--- config.mk ---
export PLATFORM = sky130hd
export DESIGN_NAME = uart_receiver
export DESIGN_NICKNAME = d
export VERILOG_FILES = /design/src/rtl/uart_receiver.sv
export SDC_FILE = /design/constraint.sdc
export NUM_CORES = 1
export LEC_CHECK = 0
export ABC_AREA = 0
export CORE_MARGIN = 4
export CORE_UTILIZATION = 45
export CTS_CLUSTER_SIZE = 40
export DETAILED_ROUTE_END_ITERATION = 7
export GPL_TIMING_DRIVEN = 0
export HOLD_SLACK_MARGIN = 0.08
export PLACE_DENSITY_LB_ADDON = 0.3
export RECOVER_POWER = 25
export SYNTH_ARGS = -nofsm -noshare
export SYNTH_HDL_FRONTEND = slang
export SYNTH_SLANG_ARGS = --single-unit
--- constraint.sdc ---
create_clock -name clk -period 2.74 [get_ports clk]
set_input_delay 0.274 -clock clk [delete_from_list [all_inputs] [get_ports clk]]
set_output_delay 0.274 -clock clk [all_outputs]
set_load 0.05 [all_outputs]
--- src/rtl/uart_receiver.sv ---
// 8N1 UART receiver: mid-bit sampling, frame-error detection and
// a BREAK state that waits for the line to return high.
module uart_receiver #(
   parameter int CLKS_PER_BIT = 104
) (
   input  logic       clk,
   input  logic       resetn,
   input  logic       rx,
   output logic       uart_rx_valid,
   output logic [7:0] receive_data,
   output logic       frame_error,
   output logic       rx_busy
);

   localparam int CW = $clog2(CLKS_PER_BIT);
   localparam logic [CW-1:0] HALF = CW'((CLKS_PER_BIT - 1) / 2);
   localparam logic [CW-1:0] FULL = CW'(CLKS_PER_BIT - 1);

   typedef enum logic [2:0] {
      IDLE  = 3'd0,
      START = 3'd1,
      DATA  = 3'd2,
      STOP  = 3'd3,
      BREAK = 3'd4
   } state_t;

   state_t        state, state_n;
   logic [CW-1:0] cnt, cnt_n;
   logic [2:0]    idx, idx_n;
   logic [7:0]    sh, sh_n;
   logic [7:0]    data_n;
   logic          valid_n, fe_n;
   logic          rx_q1, rx_s;

   always_ff @(posedge clk or negedge resetn) begin
      if (!resetn) begin
         rx_q1 <= 1'b1;
         rx_s  <= 1'b1;
      end else begin
         rx_q1 <= rx;
         rx_s  <= rx_q1;
      end
   end

   always_ff @(posedge clk or negedge resetn) begin
      if (!resetn) begin
         state         <= IDLE;
         cnt           <= '0;
         idx           <= '0;
         sh            <= '0;
         receive_data  <= '0;
         uart_rx_valid <= 1'b0;
         frame_error   <= 1'b0;
      end else begin
         state         <= state_n;
         cnt           <= cnt_n;
         idx           <= idx_n;
         sh            <= sh_n;
         receive_data  <= data_n;
         uart_rx_valid <= valid_n;
         frame_error   <= fe_n;
      end
   end

   always_comb begin
      state_n = state;
      cnt_n   = cnt + 1'b1;
      idx_n   = idx;
      sh_n    = sh;
      data_n  = receive_data;
      valid_n = 1'b0;
      fe_n    = 1'b0;
      case (state)
         IDLE: begin
            cnt_n = '0;
            if (!rx_s) state_n = START;
         end
         START: begin
            if (cnt == HALF) begin
               cnt_n   = '0;
               idx_n   = '0;
               state_n = rx_s ? IDLE : DATA;
            end
         end
         DATA: begin
            if (cnt == FULL) begin
               cnt_n = '0;
               sh_n  = {rx_s, sh[7:1]};
               if (idx == 3'd7) state_n = STOP;
               else             idx_n   = idx + 3'd1;
            end
         end
         STOP: begin
            // Decide at mid-stop so a following start edge is not missed
            if (cnt == FULL) begin
               cnt_n = '0;
               if (rx_s) begin
                  data_n  = sh;
                  valid_n = 1'b1;
                  state_n = IDLE;
               end else begin
                  fe_n    = 1'b1;
                  state_n = BREAK;
               end
            end
         end
         BREAK: begin
            cnt_n = '0;
            if (rx_s) state_n = IDLE;
         end
         default: begin
            state_n = IDLE;
            cnt_n   = '0;
            idx_n   = '0;
         end
      endcase
   end

   assign rx_busy = (state != IDLE);

endmodule

======== After elaboration in Yosys (flattened, before gate mapping) ========
Index checks and enable logic that the tools add are counted.
W data, S select, Z words.
storage, ports and cells
  register bits ........................... 33
  input bits .............................. 3
  output and inout bits ................... 11
  logic and storage cells ................. 56
operators by class
  add/subtract/negate cells ............... 2
  equality and inequality tests ........... 14
  mux-type cells .......................... 22
  bitwise operators ....................... 1
  reduce and logical (&&, ||, !) cells .... 8
operators by type and width
  cell                   count
  $mux W3                10
  $pmux W3 S5            1
  $mux W7                2
  $ne A2 B2 Y1 const B   7
  $pmux W7 S2            1
  $pmux W3 S3            1
  $add A7 B1 Y7 const B  1
  $eq A7 B6 Y1 const B   1
  $eq A7 B7 Y1 const B   1
  $eq A3 B2 Y1 const B   2
  $eq A3 B3 Y1 const B   2
  $mux W1                6
  $reduce_and A6 Y1      1
  $reduce_and A4 Y1      1
  $add A3 B1 Y3 const B  1
  $eq A3 B1 Y1 const B   1
  $logic_not A3 Y1       1
  $reduce_and A3 Y1      1
  $reduce_bool A3 Y1     1
  $reduce_or A3 Y1       1
  $mux W2                1
  $reduce_and A2 Y1      1
  $reduce_or A2 Y1       1
  $not A1 Y1             1

======== Longest topological paths before layout ========
Gate-level depths: netlist of run 1.
  depth in word-level cells ............... 4
  gate-level depth with buffers ........... 6
  mapped depth without buffers ............ 5

======== Least setup slack after synthesis of run 1 ========
OpenSTA, ideal clock, no wires.
  path kind ............................... reg2reg
  from .................................... register cnt[3]
  to ...................................... register receive_data[0]
  setup time .............................. 125 ps
  arrival time ............................ 1512 ps
  data required time ...................... 2615 ps
  slack ................................... 1103 ps
  stages on the path, launching flop included .. 7
  path buffers ............................ 2
  period minus slack after synthesis ...... 1637 ps
  cells stage by stage .................... dfrtp_1 -> nand2b_1 -> buf_6 -> nor3_2 -> and4_1 -> buf_4 -> mux2_2
on the way
  word-level cells in the longest chain between the ends .. 2
RTL lines
  what                                RTL line  RTL
  start, declared                     28        logic [CW-1:0] cnt, cnt_n;
  start signal, assigned              56        cnt <= cnt_n;
  $eq A7 B7 Y1                        95        if (cnt == FULL) begin
  $reduce_and A3 Y1 (no source line)  --
  end signal, assigned                59        receive_data <= data_n;
  end, declared                       10        output logic [7:0] receive_data,
Every way passes these cells.
A chain may end at the register's enable or synchronous reset.

======== Worst setup path after layout of run 1 ========
  from .................................... register state[1]
  to ...................................... output rx_busy
on the way
  word-level cells in the longest chain between the ends .. 1
RTL lines
  what                    RTL line  RTL
  start, declared         27        state_t state, state_n;
  start signal, assigned  55        state <= state_n;
  $reduce_bool A3 Y1      119       assign rx_busy = (state != IDLE);
  end, declared           12        output logic rx_busy
Every way passes these cells.

==> results_dict.tcl, run 1 <==
set metrics [dict create \
    status "finished clean" \
    r2r_slack_ns 0.96 \
    synth.top_cells.by_area "dfrtp_1 (53%), mux2_2 (13%), nor2_1 (3.8%)" \
    grt.overflow.total 0 \
    grt_usage_pct 13.4 \
    rsz0062_at_grt "false" \
    cts_hold_buf 0 \
    cts_tree "yes" \
    maxSlewViolCount 0 \
    fill_cells 298 \
    h-tree-depth 2 \
    wl_mm 2.39 \
    fin_ws_ns 0.583 \
    postSynthNetCount 129 \
    first_iter_violations 62 \
    antenna_found_initial 0 \
    grt_max_degree 18 \
    worstPathArrival_ns 1.88 \
    syn_area_per_cell_sq_um 12.0 \
    critPathKind "flip-flop to output pin" \
    fin_hold_ws_ns 0.361 \
    layout.nets 150 \
    grt_pass1_wl_mm 4.32 \
    stdcell_count 189 \
    cts_made_buffers 5 \
    path_clk_slew_ns 0.11 \
    synth_cell_types 34 \
    path_cells "buf_2 -> nor2_1 -> nand2_1 -> clkdlybuf4s50_1" \
    finalHoldViolCount 0 \
    fin_skew_ns 0.0156 \
    vias_per_cell 4.99 \
    rr_endpoint "sh[1]" \
    num_antenna_cells 0 \
    r2r.worst_path.cells 6 \
    gr-usage-met3_pct 5.30 \
    clock.fmax_mhz 464 \
    synth_seq_area_share_pct 56.2 \
    timing.final.crit_share_pct 78.7 \
    drc 0 \
    tightestPinTransition_ns 0.897 \
    hold_depth 0 \
    crit_path_max_incr_delay_ns 0.70 \
    tns_ns 0 \
    hold_path.startpoint "rx_q1" \
    die_x_um 65.2 \
    first_pass_iters 3 \
    dieArea_sq_um 4250 \
    globalplace.congestion 0.819 \
    vdd_drop_max_mv 0.262 \
    post_cts_buffers 0 \
    dpl_cell_area_sq_um 1690 \
    seq_area_sq_um 828 \
    met1_usage_pct 16.0 \
    critPathLaunchType "flip-flop" \
    post-place-ws_ns 0.954 \
    multi_input_area_sq_um 589 \
    relSlewSlack_pct 40.2 \
    design_area_sq_um 1710 \
    synthCells 123 \
    worstPathMaxFanout 10 \
    p_leak_uw 0.000806 \
    drive_gt1_share_pct 24.1 \
    grt_pass1_vias 962 \
    endpoint_kind "output pin" \
    p_per_area_nw_per_um2 443 \
    final_cell_mix "dfrtp_1 (31), mux2_2 (17), nor2_1 (15), clkdlybuf4s50_1 (11), nand2_1 (8)" \
    synth_top_area_share_pct 52.6 \
    clk_latency_ns 0.34 \
    cts-resized-gates 0 \
    ys_ff_latch 33 \
    cts_sinks 33 \
    grt_use_met2_pct 21.1 \
    hpwl_mm 1.77 \
    setup_viol 0 \
    die_h_um 65.2 \
    maxCapViolations 0 \
    area_growth_pct 16.3 \
    hp-class "flip-flop to flip-flop" \
    syn_area_sq_um 1470 \
    core_sq_um 3100 \
    io_pins 14 \
    cts_buffer_depth 2 \
    std_cell_rows 20 \
    initial_core_util_pct 47.5 \
    cts_root_buf "clkbuf_4" \
    io_buffers 13 \
    grt-busiest-layer "met2" \
    layout_commonest_cell "dfrtp_1" \
    reg2reg_from "cnt[3]" \
    cp.required_ns 2.47 \
    yosysWarnings 0 \
    post-place-cells 181 \
    antenna_left 0 \
    wl_per_cell_um 12.7 \
    hold_end "rx_s" \
    yosysTopAreaCell "dfrtp_1" \
    vias 943 \
    min_period_ns 2.16 \
    slowest_stage "clkdlybuf4s50_1" \
]
[layout make-up]
| class | count | share of cell area (%) |
|---|---|---|
| plain buffers | 5 | 1.97 |
| clock buffers | 6 | 2.41 |
| clock inverters | 2 | 0.584 |
| inverters | 6 | 1.31 |
| multi-input cells | 79 | 34.4 |
| flip-flops and latches | 33 | 48.3 |
| well taps | 44 | 3.21 |
| repair buffers | 14 | 7.81 |
[cell families (layout without fill, tap and decap cells)]
family | after synthesis | in the layout | share of synthesized area [%]
flops | 33 | 33 | 56.2
simple gates | 41 | 41 | 14.3
mux | 19 | 19 | 14.3
buf+inv | 11 | 33 | 3.82
fa+ha+maj | 3 | 3 | 2.55
xor+xnor | 4 | 4 | 2.38
compound gates | 12 | 12 | 6.45
[sequential cells by signal, indices dropped and copies added, names as in the netlist]
name,flops
frame_error,1
cnt,7
rx_q1,1
state,3
receive_data,8
idx,3
uart_rx_valid,1
sh,8
rx_s,1
[Yosys cell counts, drive strengths merged]
master / n
and2: 2
ha: 3
nand4bb: 1
xor2: 3
nor4: 1
inv: 6
a2111oi: 1
nand2b: 4
o21bai: 1
nor2b: 1
nor3: 4
o32ai: 1
or4: 1
nand3: 1
a32o: 1
dfrtp: 31
o2bb2a: 1
a21oi: 3
buf: 5
o31ai: 1
nand4: 1
o21ai: 2
mux2: 17
mux2i: 2
dfstp: 2
xnor2: 1
nor2: 16
nand2: 8
and4: 1
a21o: 1
[layer usage]
| metal | wire, um | vias to the layer above | share of wire (%) |
|---|---|---|---|
| li1 | - | 468 | - |
| met5 | 0 | - | 0 |
| met3 | 111 | 7 | 4.6 |
| met2 | 1140 | 14 | 48 |
| met1 | 1100 | 454 | 46 |
| met4 | 46 | 0 | 1.9 |
[worst max-delay path by stage]
stage	startpoint	end	slack (ns)	cells past startpoint
after floorplan	cnt[3]	receive_data[0]	1.10	6
after global placement	resetn	receive_data[4]	0.81	1
after detailed placement	cnt[3]	receive_data[5]	0.95	6
after CTS	state[1]	rx_busy	0.56	4
after global routing	state[1]	rx_busy	0.51	4
final	state[1]	rx_busy	0.58	4
[worst max-delay path: cells and delay by family, from the launching register on]
family / cells / cell delay, ns
buffers and inverters: 2 / 0.87
flip-flops: 1 / 0.37
AND/OR/NAND/NOR: 2 / 0.31
[per-stage QoR]
step	total power [uW]	util [%]
after floorplan	501	-
after global placement	513	53.5
after detailed placement	519	54.4
after CTS	779	56.0
after global routing	797	55.2
final	760	55.2
[power by group]
group | total, uW | internal (uW) | leakage [uW] | switching [uW]
combinational | 12.1 | 2.57 | 0.000335 | 9.53
sequential | 491 | 489 | 0.000439 | 1.73
clock | 257 | 97.6 | 0.0000320 | 159
(Power assumes the default switching activity.)
==> inputs of run 2 (changes only) <==
Clock period 2.74 ns to 2 ns, I/O delays scaled along.
==> run 2 against run 1 <==
Net effect: global-route usage did not move; first-iteration DRC count did not move; critical endpoint unchanged; clock power rose by 37%; non-clock buffer count did not move; final cell count did not move; worst hold slack got worse by 0.017 ns; sequential share of layout area barely moved; design area barely moved; routed wire length did not move; clock-buffer cell count did not move; core utilization barely moved; largest power group unchanged; flip-flop and latch count did not move.
==> results_dict.tcl, run 2 (synthesis results as in run 1) <==
set metrics [dict create \
    rsz0062_at_grt "false" \
    drc 0 \
    dpl_cell_area_sq_um 1690 \
    vias 943 \
    dieArea_sq_um 4250 \
    min_period_ns 1.80 \
    grt_max_degree 18 \
    p_leak_uw 0.000804 \
    layout_commonest_cell "dfrtp_1" \
    path_cells "buf_2 -> nor2_1 -> nand2_1 -> dlygate4sd2_1" \
    grt_pass1_vias 962 \
    cts_made_buffers 5 \
    initial_core_util_pct 47.5 \
    antenna_left 0 \
    design_area_sq_um 1710 \
    io_buffers 13 \
    tightestPinTransition_ns 0.897 \
    reg2reg_from "cnt[3]" \
    layout.nets 150 \
    endpoint_kind "output pin" \
    fin_util_pct 55.2 \
    cp_top_family "buffers and inverters" \
    post_cts_buffers 0 \
    final_cell_mix "dfrtp_1 (31), mux2_2 (17), nor2_1 (15), clkdlybuf4s50_1 (10), nand2_1 (8)" \
    grt_pass1_wl_mm 4.32 \
    first_iter_violations 62 \
    cts_tree "yes" \
    crit_path_max_incr_delay_ns 0.42 \
    slowest_stage "dlygate4sd2_1" \
    maxCapViolations 0 \
    grt_usage_pct 13.4 \
    timing.final.crit_share_pct 90.0 \
    cts_sinks 33 \
    globalplace.congestion 0.819 \
    stdcell_count 189 \
    worstPathArrival_ns 1.60 \
    path_clk_slew_ns 0.11 \
    top_regs "receive_data x8, sh x8, cnt x7" \
    cts_buffer_depth 2 \
    hpwl_mm 1.77 \
    fin_hold_ws_ns 0.344 \
    io_pins 14 \
    die_x_um 65.2 \
    vdd_drop_max_mv 0.359 \
    post-place-cells 181 \
    relSlewSlack_pct 40.2 \
    maxSlewViolCount 0 \
    wl_mm 2.39 \
    critPathLaunchType "flip-flop" \
    cp.required_ns 1.80 \
    core_sq_um 3100 \
    tns_ns 0 \
    die_h_um 65.2 \
    antenna_found_initial 0 \
    r2r.worst_path.cells 6 \
    rr_endpoint "sh[1]" \
    drive_gt1_share_pct 24.1 \
    setup_viol 0 \
    h-tree-depth 2 \
    clock.fmax_mhz 556 \
    fin_skew_ns 0.0156 \
    r2r_slack_ns 0.22 \
    vias_per_cell 4.99 \
    clk_latency_ns 0.34 \
    finalHoldViolCount 0 \
    grt.overflow.total 0 \
    hp-class "primary input to async pin" \
    p_per_area_nw_per_um2 608 \
    num_antenna_cells 0 \
    first_pass_iters 3 \
    std_cell_rows 20 \
    critical_path_buf_inv_count 2 \
    critPathKind "flip-flop to output pin" \
    area_growth_pct 16.2 \
    worstPathMaxFanout 10 \
    cts_root_buf "clkbuf_4" \
    wl_per_cell_um 12.7 \
    status "finished clean" \
]
-- run 2: cell count changes in the layout (fill, tap and decap cells not counted) --
cell             previous run  this run
clkdlybuf4s50_1            11        10
dlygate4sd2_1               0         1
-- run 2: worst reg2reg max path, stage by stage (launching register included) --
cell      delay, ns
dfrtp_1        0.43
nand2b_1       0.17
buf_6          0.13
nor3_2         0.21
and2_1         0.15
buf_2          0.22
mux2_2         0.36
-- run 2: what timing repair did --
item / in CTS / in global routing
hold buffers: 0 / 0
gates resized for setup: 1 / 0
setup endpoints to repair: 1 / 0
-- run 2: routing by layer --
layer	global-route usage (%)	vias up	part of all wire [%]
li1	-	468	-
met1	16.0	454	46
met2	21.1	14	48
met3	5.30	7	4.6
met4	5.96	0	1.9
met5	0	-	0
-- run 2: power by group --
| part | switching, uW | leakage, uW | internal [uW] | total, uW |
|---|---|---|---|---|
| clock | 218 | 0.0000320 | 134 | 352 |
| combinational | 13.1 | 0.000333 | 3.52 | 16.6 |
| sequential | 2.37 | 0.000439 | 670 | 673 |
| total | 233 | 0.000804 | 808 | 1040 |
-- run 2: layout make-up --
class | instances | area, sq um
fillers | 297 | 1390
multi-input cells | 79 | 589
well taps | 44 | 55.1
clock buffers | 6 | 41.3
repair buffers | 14 | 133
clock inverters | 2 | 10.0
inverters | 6 | 22.5
flip-flops and latches | 33 | 828
plain buffers | 5 | 33.8
-- run 2: through the flow --
stage          power [uW]  setup slack, ns
6_report             1040            0.200
5_1_grt              1090            0.109
4_1_cts              1070            0.176
3_5_place_dp          710            0.214
3_3_place_gp          703            0.146
2_1_floorplan         686            0.363
-- run 2: worst max-delay path by stage --
stage	from	to	slack, ns	cells after the start
after global placement	resetn	receive_data[4]	0.15	1
after global routing	resetn	receive_data[2]	0.11	2
after CTS	state[1]	rx_busy	0.18	4
final	state[1]	rx_busy	0.20	4
after detailed placement	cnt[3]	receive_data[5]	0.21	6
after floorplan	cnt[3]	receive_data[0]	0.36	6
